--- src/rtl/hc04_emulator.sv ---
// Responder end of an HC-SR04 trigger/echo link: qualifies a synchronized trigger
// pulse, waits a burst delay, then drives an echo pulse of programmable width.
module hc04_emulator #(
  parameter int PREDIV      = 5,
  parameter int MIN_TRIG    = 500,
  parameter int BURST_DELAY = 1000,
  parameter int HOLDOFF     = 2000
) (
  input  logic        clk,
  input  logic        rst_n,
  input  logic        hc04_trigger,
  output logic        hc04_echo,
  input  logic [3:0]  in_ctrl,
  input  logic [23:0] in_data,
  input  logic        in_wr,
  output logic        busy,
  output logic [7:0]  echo_count,
  output logic [7:0]  reject_count
);

  localparam int EW  = 12 + PREDIV;
  localparam int CW0 = (EW > $clog2(BURST_DELAY + 1)) ? EW : $clog2(BURST_DELAY + 1);
  localparam int CW1 = (CW0 > $clog2(HOLDOFF + 1)) ? CW0 : $clog2(HOLDOFF + 1);
  localparam int CW  = (CW1 > $clog2(MIN_TRIG + 1)) ? CW1 : $clog2(MIN_TRIG + 1);

  typedef enum logic [2:0] {
    IDLE  = 3'd0,
    TRIG  = 3'd1,
    DELAY = 3'd2,
    ECHO  = 3'd3,
    HOLD  = 3'd4
  } state_t;

  state_t        state_q, state_d;
  logic [CW-1:0] cnt_q, cnt_d;
  logic [11:0]   width_q, width_d;
  logic [11:0]   width_lat_q, width_lat_d;
  logic          enable_q, enable_d;
  logic          echo_q, echo_d;
  logic [7:0]    echo_count_q, echo_count_d;
  logic [7:0]    reject_count_q, reject_count_d;
  logic          sync1_q, trig_s, prev_trig_q;
  logic [EW-1:0] echo_last_s;

  // W-1 wraps 0 to 4095, so W=0 naturally yields the 4096-unit timeout pulse
  assign echo_last_s = {width_lat_q - 12'd1, {PREDIV{1'b1}}};

  // Register bank with async clear; echo drops at once on reset
  always_ff @(posedge clk or negedge rst_n) begin
    if (!rst_n) begin
      sync1_q        <= 1'b0;
      trig_s         <= 1'b0;
      prev_trig_q    <= 1'b0;
      state_q        <= IDLE;
      cnt_q          <= '0;
      width_q        <= 12'd100;
      width_lat_q    <= 12'd100;
      enable_q       <= 1'b1;
      echo_q         <= 1'b0;
      echo_count_q   <= 8'd0;
      reject_count_q <= 8'd0;
    end else begin
      sync1_q        <= hc04_trigger;
      trig_s         <= sync1_q;
      prev_trig_q    <= trig_s;
      state_q        <= state_d;
      cnt_q          <= cnt_d;
      width_q        <= width_d;
      width_lat_q    <= width_lat_d;
      enable_q       <= enable_d;
      echo_q         <= echo_d;
      echo_count_q   <= echo_count_d;
      reject_count_q <= reject_count_d;
    end
  end

  // Write channel decode plus next-state logic for the trigger/echo sequencer
  always_comb begin
    state_d        = state_q;
    cnt_d          = cnt_q;
    width_d        = width_q;
    width_lat_d    = width_lat_q;
    enable_d       = enable_q;
    echo_d         = echo_q;
    echo_count_d   = echo_count_q;
    reject_count_d = reject_count_q;

    if (in_wr) begin
      case (in_ctrl)
        4'd0:    width_d  = in_data[11:0];
        4'd1:    enable_d = in_data[0];
        default: width_d  = width_q;
      endcase
    end else begin
      width_d = width_q;
    end

    case (state_q)
      IDLE: begin
        echo_d = 1'b0;
        // Rising edge required so a trigger held high through HOLD is not re-armed
        if (trig_s && !prev_trig_q && enable_q) begin
          state_d = TRIG;
          cnt_d   = CW'(1);
        end else begin
          cnt_d = '0;
        end
      end
      TRIG: begin
        if (trig_s) begin
          if (cnt_q < CW'(MIN_TRIG)) begin
            cnt_d = cnt_q + CW'(1);
          end else begin
            cnt_d = cnt_q;
          end
        end else if (cnt_q >= CW'(MIN_TRIG)) begin
          state_d     = DELAY;
          cnt_d       = '0;
          width_lat_d = width_q;
        end else begin
          state_d        = IDLE;
          cnt_d          = '0;
          reject_count_d = reject_count_q + 8'd1;
        end
      end
      DELAY: begin
        if (cnt_q == CW'(BURST_DELAY)) begin
          state_d = ECHO;
          cnt_d   = '0;
          echo_d  = 1'b1;
        end else begin
          cnt_d = cnt_q + CW'(1);
        end
      end
      ECHO: begin
        if (cnt_q == CW'(echo_last_s)) begin
          state_d      = HOLD;
          cnt_d        = '0;
          echo_d       = 1'b0;
          echo_count_d = echo_count_q + 8'd1;
        end else begin
          cnt_d = cnt_q + CW'(1);
        end
      end
      HOLD: begin
        if (cnt_q == CW'(HOLDOFF - 1)) begin
          state_d = IDLE;
          cnt_d   = '0;
        end else begin
          cnt_d = cnt_q + CW'(1);
        end
      end
      default: begin
        state_d = IDLE;
        cnt_d   = '0;
        echo_d  = 1'b0;
      end
    endcase
  end

  assign hc04_echo    = echo_q;
  assign busy         = (state_q != IDLE);
  assign echo_count   = echo_count_q;
  assign reject_count = reject_count_q;

endmodule

--- config.mk ---
export PLATFORM = sky130hd
export DESIGN_NAME = hc04_emulator
export DESIGN_NICKNAME = d
export VERILOG_FILES = /design/src/rtl/hc04_emulator.sv
export SDC_FILE = /design/constraint.sdc
export NUM_CORES = 1
export LEC_CHECK = 0
export ABC_CLOCK_PERIOD_IN_PS = 2900
export BUFFER_PORTS_ARGS = -buffer_cell sky130_fd_sc_hd__buf_4
export CORE_MARGIN = 2
export CORE_UTILIZATION = 30
export CTS_CLUSTER_SIZE = 28
export DETAILED_ROUTE_END_ITERATION = 16
export PLACE_DENSITY = 0.44
export SLEW_MARGIN = 5
export SYNTH_ARGS = -nofsm -noshare
export SYNTH_HDL_FRONTEND = slang
export SYNTH_SLANG_ARGS = --single-unit
--- constraint.sdc ---
create_clock -name clk -period 2.9 [get_ports clk]
set_input_delay 0.145 -clock clk [delete_from_list [all_inputs] [get_ports clk]]
set_output_delay 0.145 -clock clk [all_outputs]
set_load 0.02 [all_outputs]
# --- After elaboration in Yosys (flattened, before gate mapping) ---
# Index checks and enable logic that the tools add are counted.
totals:
  out_inout_bits: 18
  wordCells: 65
  input_bits: 32
  register_bits: 65
classes:
  n_addsub: 4
  bitwise: 3
  n_eq_ne: 14
  n_mux: 17
  reduce_logical: 14
  n_lt_le_gt_ge: 2
op_table:
  columns: ["operator", "n"]
  rows:
  - ["$mux 17", 5]
  - ["$pmux 17 s5", 1]
  - ["$add 17x1->17 const B", 1]
  - ["$eq 17x10->1 const B", 1]
  - ["$eq 17x11->1 const B", 1]
  - ["$eq 17x17->1", 1]
  - ["$ge 17x9->1 const B", 1]
  - ["$lt 17x9->1 const B", 1]
  - ["$add 8x1->8 const B", 2]
  - ["$mux 3", 5]
  - ["$pmux 3 s5", 1]
  - ["$sub 12x1->12 const B", 1]
  - ["$ne 2x2->1 const B", 5]
  - ["$reduce_and 3->1", 3]
  - ["$eq 3x2->1 const B", 2]
  - ["$reduce_and 2->1", 3]
  - ["$reduce_and 5->1", 1]
  - ["$eq 4x1->1 const B", 1]
  - ["$logic_not 4->1", 1]
  - ["$eq 3x1->1 const B", 1]
  - ["$eq 3x3->1 const B", 1]
  - ["$logic_not 3->1", 1]
  - ["$mux 1", 3]
  - ["$ne 3x3->1 const B", 1]
  - ["other kinds (7)", 10]

# --- Longest topological paths before layout ---
depth:
  ltp_word: 5
  mapped_depth: 10
  mapped_depth_nobuf: 9

# --- Worst setup path after synthesis ---
# Ideal clock, no wire load.
synth_timing:
  path_kind: "flip-flop to flip-flop"
  from: "register width_lat_q[0]"
  to: "register echo_count_q[1] (netlist: echo_count[1])"
  synth_period_minus_slack_ns: 2.296
  n_path_buf: 0
  path_stages_with_launch: 9
  arrival_time_ns: 2.168
  path_slack_ns: 0.604
  required_time_ns: 2.773
  setup_time_ns: 0.127
  cell_sequence: "dfrtp_1 > inv_1 > ha_1 > nor2b_1 > or3_1 > a31oi_1 > nand4_1 > nor4_4 > mux2_1"
synth_between:
  elab_chain_len: 3
synth_lines:
  columns: ["item", "line", "rtl"]
  rows:
  - ["from (decl)", "37", "logic [11:0] width_lat_q, width_lat_d;"]
  - ["from (signal assigned)", "69", "width_lat_q <= width_lat_d;"]
  - ["$sub 12x1->12", "46", "assign echo_last_s = {width_lat_q - 12'd1, {PREDIV{1'b1}}};"]
  - ["$eq 17x17->1", "136", "if (cnt_q == CW'(echo_last_s)) begin"]
  - ["$reduce_and 2->1 (no source line)", null, null]
  - ["to (signal assigned)", "72", "echo_count_q <= echo_count_d;"]
  - ["to (decl)", "40", "logic [7:0] echo_count_q, echo_count_d;"]
# Every way passes these cells.
# A chain may end at the register's enable or synchronous reset.

# --- Final worst setup path ---
layout_timing:
  from: "register width_lat_q[1]"
  to: "register echo_count_q[1] (netlist: echo_count[1])"
# The elaborated chain is that of the path after synthesis.

==> summary.md <==
| Metric | Value |
|---|---|
| Simple-gate share of the synthesized area | 0.233 |
| Drt pass-1 iters | 4 |
| Compound-cell area share of the yosys netlist | 0.0609 |
| FF-to-FF path depth | 8 |
| Initial DRC Count | roughly 130 |
| Die Y | 111 µm |
| Worst Skew | about 0.0048 ns |
| Routed Antenna Nets | 0 |
| Core area | 11300 µm² |
| Number of cells on the critical path | 8 |
| Pwr/cell area | approximately 560 nW/µm² |
| Clock transition at path regs | ~0.050 ns |
| Drt wl/cell | between 10 and 15 µm |
| Worst flop-to-flop path startpoint | width_lat_q[1]$_DFFE_PN0P_ |
| Clock buffer count from CTS | 9 |
| #FFs+latches synth | 65 |
| Initial antenna violation count | 0 |
| # fillers | ~1100 |
| Peak supply drop | 0.280 mV |
| Final Power | roughly 2400 µW |
| Largest delay share family, worst path | simple AND/OR/NAND/NOR gates |
| Critical path class | flip-flop to flip-flop |
| Worst setup EP type | flip-flop |
| Status | complete, no violations |
| Rel. slew slack | 0.438 |
| Pint | 1840 µW |
| Synth unique cells | between 40 and 50 |
| Nets@finish | between 400 and 500 |
| Worst-path cell chain | inv_1, ha_1, nor2b_1, or3_1, a31oi_1, nand4_1, nor4_4, mux2_1 |
| Port Buffers | 37 |
| Clk root buf | clkbuf_16 |
| CP Buf/Inv Count | 1 |
| TritonCTS clock tree | yes |
| Row count | 39 |
| Syn avg cell area | approximately 11 µm² |
| Min-Delay Path Depth | 2 |
| Vias in the first global route | 2502 |
| Combinational family with the most area after synthesis | simple AND/OR/NAND/NOR gates |
| Worst Max-Slew Pin Slew | about 0.84 ns |
| Unrepaired setup endpoints after global routing | no |
| Adder-cell share of the synthesized area | 0.0182 |
| Hpwl dp | just over 5000 µm |
| Die area | roughly 12000 µm² |
| Clock sinks | 65 |
| Worst EP required | about 3.1 ns |
| XOR/XNOR Fraction of Synth Area | 0.0995 |
| Number of flops mapped to enable cells by yosys | 0 |
| Final setup violation count | 0 |
| Layout cells sized above 1 | 0.276 |
| Worst hold slack | just over 0.05 ns |
| Pleak | between 0.0015 and 0.002 µW |
| Worst R2R Setup Slack | around 0.37 ns |
| Worst Path Max Fanout | 9 |
| Combinational power share | 0.093 |
| Sw Ratio | 0.228 |
| Mapped Nets | about 360 |
| Die Span X | between 100 and 150 µm |
| Ant. Diodes | 0 |
| Synthesized area | roughly 3400 µm² |
| Pin count of the biggest net entering global routing | 66 |
| RePlAce Congestion | approximately 0.77 |
| HP Class | primary input to flip-flop |
| Final period util | 0.872 |
| Setup TNS | 0 ns |
| CTS H-tree depth | 3 |
| First-pass GRT wire length | around 12000 µm |
| Starting Density | 0.304 |
| Seq pwr share | 0.441 |
| Overall routing resource usage | 0.125 |
| Hold Fails Final Rpt | 0 |
| Mux cell area share after synthesis | 0.0886 |
| Avg Vias per Cell | between 4 and 5 |
| Clock power frac | 0.466 |
| Startpoint types | flip-flop |
| Post-synthesis async set-or-reset flop share | 1.00 |
| Max Slew Vio Count | 0 |
| Global route total overflow | 0 |
| FMAX | just under 400 MHz |
| Max clock buf depth | 2 |
| Tmin final | 2.53 ns |
| DR vias | between 2000 and 3000 |
| Cells after Synth | around 320 |
| Total wire length | slightly above 7000 µm |
| P&R area growth vs syn | 23.6% |
| Sequential share of the synthesized area | 0.476 |
| WHS Endpoint | width_q[4]$_DFFE_PN0P_ |
| Slowest stage cell, crit path | nor4_4 |
| Max cap viols | 0 |
| Psw | between 500 and 600 µW |
| Skew-Pair Late Insertion Delay | ~0.32 ns |
| Largest stage delay on the critical path | ~0.47 ns |
| Drc violations | 0 |
| Setup Buffers After CTS | 0 |
| Ys Warns | 0 |
| RR Endpoint | echo_count[1]$_DFFE_PN0P_ |
| Worst hold start | in_data[4] |
| Io pins | 50 |
| Critical path data arrival time | 2.73 ns |
| Ys flop type | dfrtp_1 |
-- worst max path at each step --
stage | end | startpoint
after floorplan | echo_count[1]$_DFFE_PN0P_ | width_lat_q[0]$_DFFE_PN0P_
after global placement | echo_count[1]$_DFFE_PN0P_ | width_lat_q[1]$_DFFE_PN0P_
after detailed placement | echo_count[1]$_DFFE_PN0P_ | width_lat_q[1]$_DFFE_PN0P_
after CTS | echo_count[1]$_DFFE_PN0P_ | width_lat_q[1]$_DFFE_PN0P_
after global routing | echo_count[1]$_DFFE_PN0P_ | width_lat_q[1]$_DFFE_PN0P_
final | echo_count[1]$_DFFE_PN0P_ | width_lat_q[1]$_DFFE_PN0P_
-- stage by stage --
stage,cells,worst slack [ns],utilization,area (µm²)
finish,520,0.372,0.376,4240
global route,520,0.110,0.376,4240
CTS,520,0.361,0.376,4240
detailed placement,502,0.368,0.347,3910
global placement,502,0.395,0.347,3910
floorplan,324,0.604,-,3430
-- sequential cells by signal, indices dropped and copies added, names as in the netlist --
signal        cells
prev_trig_q       1
reject_count      8
state_q           3
sync1_q           1
cnt_q            17
trig_s            1
enable_q          1
echo_count        8
hc04_echo         1
width_lat_q      12
width_q          12
-- layer usage --
layer,vias to the layer above,GRT usage,share of wire
met3,9,0.0388,0.044
li1,1245,-,-
met4,0,0.0425,0.014
met2,49,0.198,0.46
met1,1221,0.162,0.48
met5,-,0,0
-- cells in the mapped netlist, types with 3 or more instances --
master	instances	area share
a21oi_1	4	0.0058
a31oi_1	6	0.011
and2_1	4	0.0073
and3_1	5	0.0091
and3b_1	3	0.0077
and4_1	5	0.013
buf_2	3	0.0044
clkbuf_1	7	0.0077
dfrtp_1	58	0.42
dfstp_2	7	0.054
ha_1	5	0.018
inv_1	8	0.0087
mux2_2	26	0.085
nand2_1	27	0.030
nand2b_1	6	0.011
nand3_1	12	0.017
nand4_1	12	0.022
nor2_1	24	0.026
nor2b_1	10	0.018
nor3_1	7	0.010
nor3b_1	4	0.0087
nor4_1	3	0.0055
o21ai_0	8	0.012
or3_1	3	0.0055
xnor2_1	19	0.048
xor2_1	20	0.051
-- power by group through the flow --
stage               combinational (µW)  sequential (µW)  clock (µW)
detailed placement                 226             1070           0
floorplan                          105             1070           0
global route                       245             1060        1190
global placement                   222             1070           0
CTS                                228             1050        1150
finish                             222             1050        1110
-- area by class of cell --
class	count	area, µm²	share of cell area
inverters	8	30.0	0.00708
multi-input cells	240	1720	0.406
repair buffers	48	365	0.0861
well taps	143	179	0.0422
clock buffers	14	274	0.0646
clock inverters	2	35.0	0.00826
flip-flops and latches	65	1640	0.385
-- repair_timing --
item,4_1_cts,5_1_grt
endpoints found under the hold margin,59,0
resized for setup,0,0
hold buffers,2,0
-- logic make-up (layout without fill, tap and decap cells) --
| family | Yosys count | count (layout) |
|---|---|---|
| XOR/XNOR | 39 | 39 |
| adder cells (fa/ha/maj) | 5 | 5 |
| multiplexers | 27 | 27 |
| flip-flops | 65 | 65 |
| AO/OA/AOI/OAI | 30 | 30 |
| buffers and inverters | 19 | 72 |
| AND/OR/NAND/NOR | 139 | 139 |
-- cells in the final DEF (no fill, tap or decap), types with 2 or more instances in the layout --
cell / instances
clkbuf_8: 3
o221a_2: 2
o21ai_0: 8
a31oi_1: 6
clkbuf_1: 2
xor2_1: 20
nor4_1: 2
and2_1: 4
nor2b_1: 10
nand4_1: 12
dlygate4sd3_1: 2
nor4bb_1: 2
dfrtp_1: 58
clkbuf_16: 9
nor4_2: 2
dfstp_2: 7
nor2_1: 24
nor3_1: 7
nand2b_1: 6
mux2_2: 26
nor3b_1: 4
ha_1: 5
nand2_1: 27
and4_1: 5
a211oi_2: 2
a21oi_1: 4
nand4b_1: 2
and3_1: 5
buf_4: 46
xnor2_1: 19
inv_1: 8
and3b_1: 3
o211ai_1: 2
nand3_1: 12
or3_1: 3
Note: power is estimated with default switching activity, not from simulation.
